===== config.mk =====
export PLATFORM = sky130hd
export DESIGN_NAME = multi_pulse_gen_flat
export DESIGN_NICKNAME = d
export VERILOG_FILES = /design/src/rtl/mpg_if.sv /design/src/rtl/multi_pulse_gen.sv /design/src/flat_wrapper.sv
export SDC_FILE = /design/constraint.sdc
export NUM_CORES = 1
export LEC_CHECK = 0
export ABC_AREA = 1
export BUFFER_PORTS_ARGS = -buffer_cell sky130_fd_sc_hd__buf_2
export CAP_MARGIN = 20
export CORE_MARGIN = 2
export CORE_UTILIZATION = 33
export DETAILED_ROUTE_END_ITERATION = 7
export SLEW_MARGIN = 0
export SYNTH_ARGS = -nofsm -noshare
export SYNTH_HDL_FRONTEND = slang
export SYNTH_SLANG_ARGS = --single-unit

===== constraint.sdc =====
create_clock -name clk -period 2.5 [get_ports clk]
set_input_delay 0.125 -clock clk [delete_from_list [all_inputs] [get_ports clk]]
set_output_delay 0.125 -clock clk [all_outputs]
set_load 0.005 [all_outputs]

===== src/rtl/mpg_if.sv =====
// Bus bundle between the config/trigger side and multi_pulse_gen.
interface mpg_if #(
    parameter int unsigned NUM_CH   = 4,
    parameter int unsigned CNT_W    = 32,
    parameter int unsigned GPIO_PER = 6,
    parameter int unsigned REP_W    = 8
);
    logic                         trig_in;
    logic                         abort;
    logic [NUM_CH*CNT_W-1:0]      ch_start;
    logic [NUM_CH*CNT_W-1:0]      ch_end;
    logic [CNT_W-1:0]             period;
    logic [REP_W-1:0]             rep_cnt;
    logic [NUM_CH*GPIO_PER-1:0]   gpio;
    logic                         busy;
    logic                         done;
    logic                         cfg_err;

    modport master (
        output trig_in, abort, ch_start, ch_end, period, rep_cnt,
        input  gpio, busy, done, cfg_err
    );

    modport slave (
        input  trig_in, abort, ch_start, ch_end, period, rep_cnt,
        output gpio, busy, done, cfg_err
    );
endinterface


===== src/rtl/multi_pulse_gen.sv =====
// N-channel windowed pulse generator started by a falling edge on an async trigger.
// Optional burst repeat of the frame is enabled with `define MPG_REPEAT_EN.
module multi_pulse_gen #(
    parameter int unsigned NUM_CH   = 4,
    parameter int unsigned CNT_W    = 32,
    parameter int unsigned GPIO_PER = 6,
    parameter int unsigned REP_W    = 8
) (
    input  logic  clk,
    input  logic  rst_n,
    mpg_if.slave  bus
);
    localparam int unsigned WIN_W = NUM_CH * CNT_W;
    localparam int unsigned GPIO_W = NUM_CH * GPIO_PER;

    typedef enum logic {ST_IDLE = 1'b0, ST_RUN = 1'b1} state_e;

    state_e              state_q, state_d;
    logic [2:0]          sync_q, sync_d;
    logic [CNT_W-1:0]    cnt_q, cnt_d;
    logic [WIN_W-1:0]    start_s_q, start_s_d;
    logic [WIN_W-1:0]    end_s_q, end_s_d;
    logic [CNT_W-1:0]    period_s_q, period_s_d;
    logic [REP_W-1:0]    rep_left_q, rep_left_d;
    logic [GPIO_W-1:0]   gpio_q, gpio_d;
    logic                busy_q, busy_d;
    logic                done_q, done_d;
    logic                cfg_err_q, cfg_err_d;

    logic trig_fe_c;
    logic frame_end_c;
    logic load_c;
    logic reject_c;
    logic wrap_c;
    logic finish_c;

    // sync_q[0..2] = s1..s3; edge detect on the last two stages
    assign sync_d    = {sync_q[1:0], bus.trig_in};
    assign trig_fe_c = ~sync_q[1] & sync_q[2];

    always_ff @(posedge clk or negedge rst_n) begin
        if (!rst_n) begin
            state_q    <= ST_IDLE;
            sync_q     <= 3'b111;
            cnt_q      <= '0;
            start_s_q  <= '0;
            end_s_q    <= '0;
            period_s_q <= '0;
            rep_left_q <= '0;
            gpio_q     <= '0;
            busy_q     <= 1'b0;
            done_q     <= 1'b0;
            cfg_err_q  <= 1'b0;
        end else begin
            state_q    <= state_d;
            sync_q     <= sync_d;
            cnt_q      <= cnt_d;
            start_s_q  <= start_s_d;
            end_s_q    <= end_s_d;
            period_s_q <= period_s_d;
            rep_left_q <= rep_left_d;
            gpio_q     <= gpio_d;
            busy_q     <= busy_d;
            done_q     <= done_d;
            cfg_err_q  <= cfg_err_d;
        end
    end

    // Next state; abort outranks trigger, trigger outranks frame end
    always_comb begin
        state_d     = state_q;
        load_c      = 1'b0;
        reject_c    = 1'b0;
        wrap_c      = 1'b0;
        finish_c    = 1'b0;
        frame_end_c = (cnt_q == (period_s_q - CNT_W'(1)));
        if (bus.abort) begin
            state_d = ST_IDLE;
        end else if (trig_fe_c) begin
            if (bus.period != '0) begin
                state_d = ST_RUN;
                load_c  = 1'b1;
            end else begin
                state_d  = ST_IDLE;
                reject_c = 1'b1;
            end
        end else if ((state_q == ST_RUN) && frame_end_c) begin
            if (rep_left_q != '0) begin
                wrap_c = 1'b1;
            end else begin
                state_d  = ST_IDLE;
                finish_c = 1'b1;
            end
        end
    end

    // Datapath and registered outputs
    always_comb begin
        cnt_d      = cnt_q;
        start_s_d  = start_s_q;
        end_s_d    = end_s_q;
        period_s_d = period_s_q;
        rep_left_d = rep_left_q;
        gpio_d     = '0;
        busy_d     = (state_d == ST_RUN);
        done_d     = finish_c;
        cfg_err_d  = reject_c;

        if (load_c) begin
            start_s_d  = bus.ch_start;
            end_s_d    = bus.ch_end;
            period_s_d = bus.period;
            cnt_d      = '0;
`ifdef MPG_REPEAT_EN
            rep_left_d = bus.rep_cnt;
`else
            rep_left_d = '0;
`endif
        end else if (state_d == ST_IDLE) begin
            cnt_d = '0;
        end else if (wrap_c) begin
            cnt_d      = '0;
            rep_left_d = rep_left_q - REP_W'(1);
        end else begin
            cnt_d = cnt_q + CNT_W'(1);
        end

        // Window compare on the current count; cleared when abort/reject ends the frame
        if ((state_q == ST_RUN) && !bus.abort && !reject_c) begin
            for (int i = 0; i < int'(NUM_CH); i++) begin
                if ((start_s_q[i*CNT_W +: CNT_W] <= cnt_q) &&
                    (cnt_q < end_s_q[i*CNT_W +: CNT_W])) begin
                    gpio_d[i*GPIO_PER +: GPIO_PER] = '1;
                end
            end
        end
    end

    assign bus.gpio    = gpio_q;
    assign bus.busy    = busy_q;
    assign bus.done    = done_q;
    assign bus.cfg_err = cfg_err_q;

endmodule


===== src/flat_wrapper.sv =====
// flat-port wrapper written by rule: the top's interface ports become plain ports
module multi_pulse_gen_flat 
#(
    parameter int unsigned NUM_CH   = 4,
    parameter int unsigned CNT_W    = 32,
    parameter int unsigned GPIO_PER = 6,
    parameter int unsigned REP_W    = 8
)
  (clk, rst_n, bus_trig_in, bus_abort, bus_ch_start, bus_ch_end, bus_period, bus_rep_cnt, bus_gpio, bus_busy, bus_done, bus_cfg_err);
  mpg_if #(.NUM_CH(NUM_CH), .CNT_W(CNT_W), .GPIO_PER(GPIO_PER), .REP_W(REP_W)) bus_i ();
  input  logic clk;
  input  logic rst_n;
  input wire logic [$bits(bus_i.trig_in)-1:0] bus_trig_in;
  input wire logic [$bits(bus_i.abort)-1:0] bus_abort;
  input wire logic [$bits(bus_i.ch_start)-1:0] bus_ch_start;
  input wire logic [$bits(bus_i.ch_end)-1:0] bus_ch_end;
  input wire logic [$bits(bus_i.period)-1:0] bus_period;
  input wire logic [$bits(bus_i.rep_cnt)-1:0] bus_rep_cnt;
  output wire logic [$bits(bus_i.gpio)-1:0] bus_gpio;
  output wire logic [$bits(bus_i.busy)-1:0] bus_busy;
  output wire logic [$bits(bus_i.done)-1:0] bus_done;
  output wire logic [$bits(bus_i.cfg_err)-1:0] bus_cfg_err;
  assign bus_i.trig_in = bus_trig_in;
  assign bus_i.abort = bus_abort;
  assign bus_i.ch_start = bus_ch_start;
  assign bus_i.ch_end = bus_ch_end;
  assign bus_i.period = bus_period;
  assign bus_i.rep_cnt = bus_rep_cnt;
  assign bus_gpio = bus_i.gpio;
  assign bus_busy = bus_i.busy;
  assign bus_done = bus_i.done;
  assign bus_cfg_err = bus_i.cfg_err;
  multi_pulse_gen #(.NUM_CH(NUM_CH), .CNT_W(CNT_W), .GPIO_PER(GPIO_PER), .REP_W(REP_W)) u_core (.clk(clk), .rst_n(rst_n), .bus(bus_i));
endmodule

==> out/qor.txt <==
N_diodes -> 0
Num CTS Buffers -> 42
Synth Register Bits -> 338
Remaining DRCs -> 0
Worst Max-Slew Pin Slew -> 0.6215 ns
Wire per inst -> 17.71 um
Total Wirelength -> 74540 um
Initial core utilization -> 0.3331
Clk_skew -> 0.01950 ns
Rel. slew slack -> 0.5856
Vias in the first global route -> 20180
RSZ-0062 raised after global routing -> true
Max H-tree Level -> 2
Clock-pin transition on the worst setup and hold timing paths -> 0.06 ns
Fmax -> 413.5 MHz
TNS Setup -> 0 ns
Maximum root-to-sink buffer count -> 3
P&R area growth vs syn -> 38.58%
Port buffer count -> 318
Mapped Cells -> 2648
Clk sinks -> 338
Global Route Usage Sum -> 0.2248
Critical path class -> reg2reg
CP Data Arrival Time -> 2.86 ns
Worst setup EP type -> register
Setup Viol. Count Final -> 0
CTS tree -> yes
Hold Fails Final Rpt -> 0
Cell area after synthesis -> 0.02093 sq mm
I/O Pins -> 327
First-pass DRT Iterations -> 5
Root Driver -> clkbuf_16
Syn Area/Cell -> 7.906 sq um
YS warnings -> 0
RePlAce Congestion -> 0.8907
Iter 0 DRT Violations -> 1292
DIE AREA -> 0.06547 sq mm
Layout fillers -> 6091
Final std cells w/o fill -> 4208
Top FF cell, synth -> dfrtp_1
Crit start category -> register
Syn nets -> 3204
PwrDens -> 587.6 mW/mm^2
Share of cells above drive strength 1 -> 0.1859
Core Region -> 0.06285 sq mm
Pre-CTS worst setup slack -> 0.01090 ns
Layout Nets -> 3888
Post-route clock period utilization -> 0.9674
CP required -> 2.95 ns
Max Slew Vio Count -> 0
Max Cap Viol -> 0
Antenna Nets Post-Route -> 0
Largest net degree at the start of global routing -> 116
Unique cell type count in the Yosys netlist -> 45
Seq/Total Area, Yosys -> 0.4042
P_leak -> 14.69 nW
Post-placement cell count -> 3829
Via count -> 20140
WHS -> 0.09977 ns
Die span in x -> 255.9 um
Core Rows -> 92
Min cycle time layout -> 2.419 ns
GRT overflow -> 0
Worst Path Max Fanout -> 5
Hold crit path type -> in2async
Initial antenna violation count -> 0
Status -> finished clean
Die height -> 255.9 um
PnR worst setup slack -> 0.08146 ns
Via/cell ratio -> 4.786
Max rail drop VDD -> 0.4437 mV
Fraction of registers with async set/reset -> 1.000
First-pass GRT wire length -> 115200 um
Clock latency on the worst-skew pair -> 0.57 ns
Post-synth EDFFs -> 0
DPL Wire Length -> 53580 um
[path summary, 6_finish.rpt]
check | slack (ns) | cells past startpoint | startpoint | endpoint
worst max-delay path | 0.08 | 15 | u_core.period_s_q[0] | u_core.cnt_q[21]
worst max register to register | 0.08 | 15 | u_core.period_s_q[0] | u_core.cnt_q[21]
min in group clk | 0.22 | 2 | bus_trig_in | u_core.sync_q[0]
worst min-delay path | 0.1 | 2 | rst_n | u_core.end_s_q[77]
max in group asynchronous | 1.50 | 4 | rst_n | u_core.start_s_q[55]
worst min register to register | 0.35 | 0 | u_core.sync_q[0] | u_core.sync_q[1]
[worst max-delay path: stages, from the launching register on]
cell       delay, ns
dfrtp_1         0.38
inv_2           0.13
ha_4            0.19
nand2_4         0.06
buf_4           0.13
nand3_1         0.05
nand2_1         0.06
nor2_2          0.13
nand3_2         0.13
nor3_2          0.22
nand3_2         0.12
nor2_4          0.14
nand3_4         0.19
clkbuf_16       0.22
nand3b_1        0.07
nor2_1          0.06
[metrics by stage]
stage / area, sq um / total power, W / util
6_report: 29010 / 0.01704 / 0.4616
5_1_grt: 29010 / 0.01805 / 0.4616
4_1_cts: 28560 / 0.01701 / 0.4544
3_5_place_dp: 24190 / 0.01015 / 0.3849
3_3_place_gp: 24190 / 0.01006 / 0.3849
2_1_floorplan: 20930 / 0.008900 / -
[cell families (layout without fill, tap and decap cells)]
family / Yosys count / count (layout) / synth area share
fa+ha+maj: 256 / 256 / 0.1530
compound gates: 355 / 355 / 0.09222
buf+inv: 356 / 1069 / 0.06939
simple gates: 1277 / 1278 / 0.2535
flops: 338 / 338 / 0.4042
xor+xnor: 66 / 66 / 0.02761
[area by class of cell]
class                           instances  area, sq um  area share
Clock buffer                           57         1219     0.04201
Clock inverter                         17        229.0    0.007893
Inverter                              257        972.2     0.03351
Multi-Input combinational cell       1955        11320      0.3901
Sequential cell                       338         8478      0.2923
Tap cell                              846         1059     0.03649
Timing Repair Buffer                  738         5736      0.1977
[cell usage after synthesis (3+ instances only)]
| cell type | number | share of area |
|---|---|---|
| xor2_1 | 53 | 0.022 |
| o21bai_1 | 5 | 0.0018 |
| buf_2 | 3 | 0.00072 |
| nand2_1 | 890 | 0.16 |
| inv_1 | 256 | 0.046 |
| nor3_1 | 32 | 0.0077 |
| o21a_1 | 10 | 0.0036 |
| nand2_2 | 6 | 0.0018 |
| buf_6 | 4 | 0.0022 |
| o2111ai_1 | 4 | 0.0017 |
| a21oi_1 | 136 | 0.033 |
| clkbuf_1 | 66 | 0.012 |
| dfrtp_1 | 335 | 0.40 |
| buf_1 | 4 | 0.00072 |
| nand3_1 | 73 | 0.017 |
| a211oi_1 | 3 | 0.0011 |
| nor4_1 | 19 | 0.0057 |
| nor2_2 | 14 | 0.0042 |
| xnor2_1 | 13 | 0.0054 |
| dfstp_2 | 3 | 0.0038 |
| o31ai_1 | 3 | 0.0011 |
| buf_4 | 22 | 0.0079 |
| nand3b_1 | 27 | 0.0097 |
| o221a_2 | 4 | 0.0022 |
| o211ai_1 | 10 | 0.0036 |
| o21ai_0 | 169 | 0.040 |
| ha_1 | 256 | 0.15 |
| nand4_1 | 46 | 0.014 |
| nor2_1 | 158 | 0.028 |
| o221ai_1 | 4 | 0.0017 |
[routing by layer]
layer | share of wire | vias up | wire, um | GRT usage
met2 | 0.47 | 540 | 34830 | 0.3741
met5 | 0 | - | 0 | 0
met3 | 0.047 | 111 | 3521 | 0.02902
li1 | - | 9989 | - | -
met4 | 0.025 | 0 | 1832 | 0.05929
met1 | 0.46 | 9499 | 34360 | 0.3079
[cell usage in the layout (no fill, tap or decap), types with 10 or more instances in the layout]
master,Yosys,final
nand2_1,890,877
dfrtp_1,335,322
buf_2,3,317
dlygate4sd3_1,0,291
ha_1,256,255
inv_1,256,253
o21ai_0,169,169
a21oi_1,136,134
nor2_1,158,127
buf_4,22,110
nand3_1,73,66
xor2_1,53,52
nand4_1,46,46
clkbuf_16,0,46
nor2_2,14,33
nor3_1,32,31
nand3b_1,27,27
nor4_1,19,19
buf_12,0,16
nor2_4,2,15
xnor2_1,13,13
dfrtp_2,0,13
nand2_2,6,12
o21a_1,10,10
o211ai_1,10,10
[registers in the layout, indices dropped and copies added, names as in the netlist]
| signal | flops |
|---|---|
| u_core.start_s_q | 128 |
| u_core.period_s_q | 32 |
| u_core.cnt_q | 32 |
| u_core.bus.done | 1 |
| u_core.end_s_q | 128 |
| u_core.sync_q | 3 |
| u_core.bus.gpio | 4 |
| u_core.state_q | 1 |
| u_core.rep_left_q | 8 |
| u_core.bus.cfg_err | 1 |
[where the power goes]
part	switching, W	leakage [nW]	internal, W	total (W)
Clock	0.00251	0.708	0.00393	0.00643
Combinational	0.00214	9.75	0.00173	0.00387
Sequential	0.000505	4.24	0.00624	0.00674
Total	0.00515	14.7	0.0119	0.0170
[repair_timing]
item / CTS / global route
endpoints found under the setup margin: 1 / 41
hold buffers: 291 / 0
cloned: 0 / 4
buffers inserted: 0 / 10
gates resized for setup: 1 / 91
pin swaps: 0 / 20
hold endpoints to repair: 542 / 0
Power figures use the tool's default switching activity.
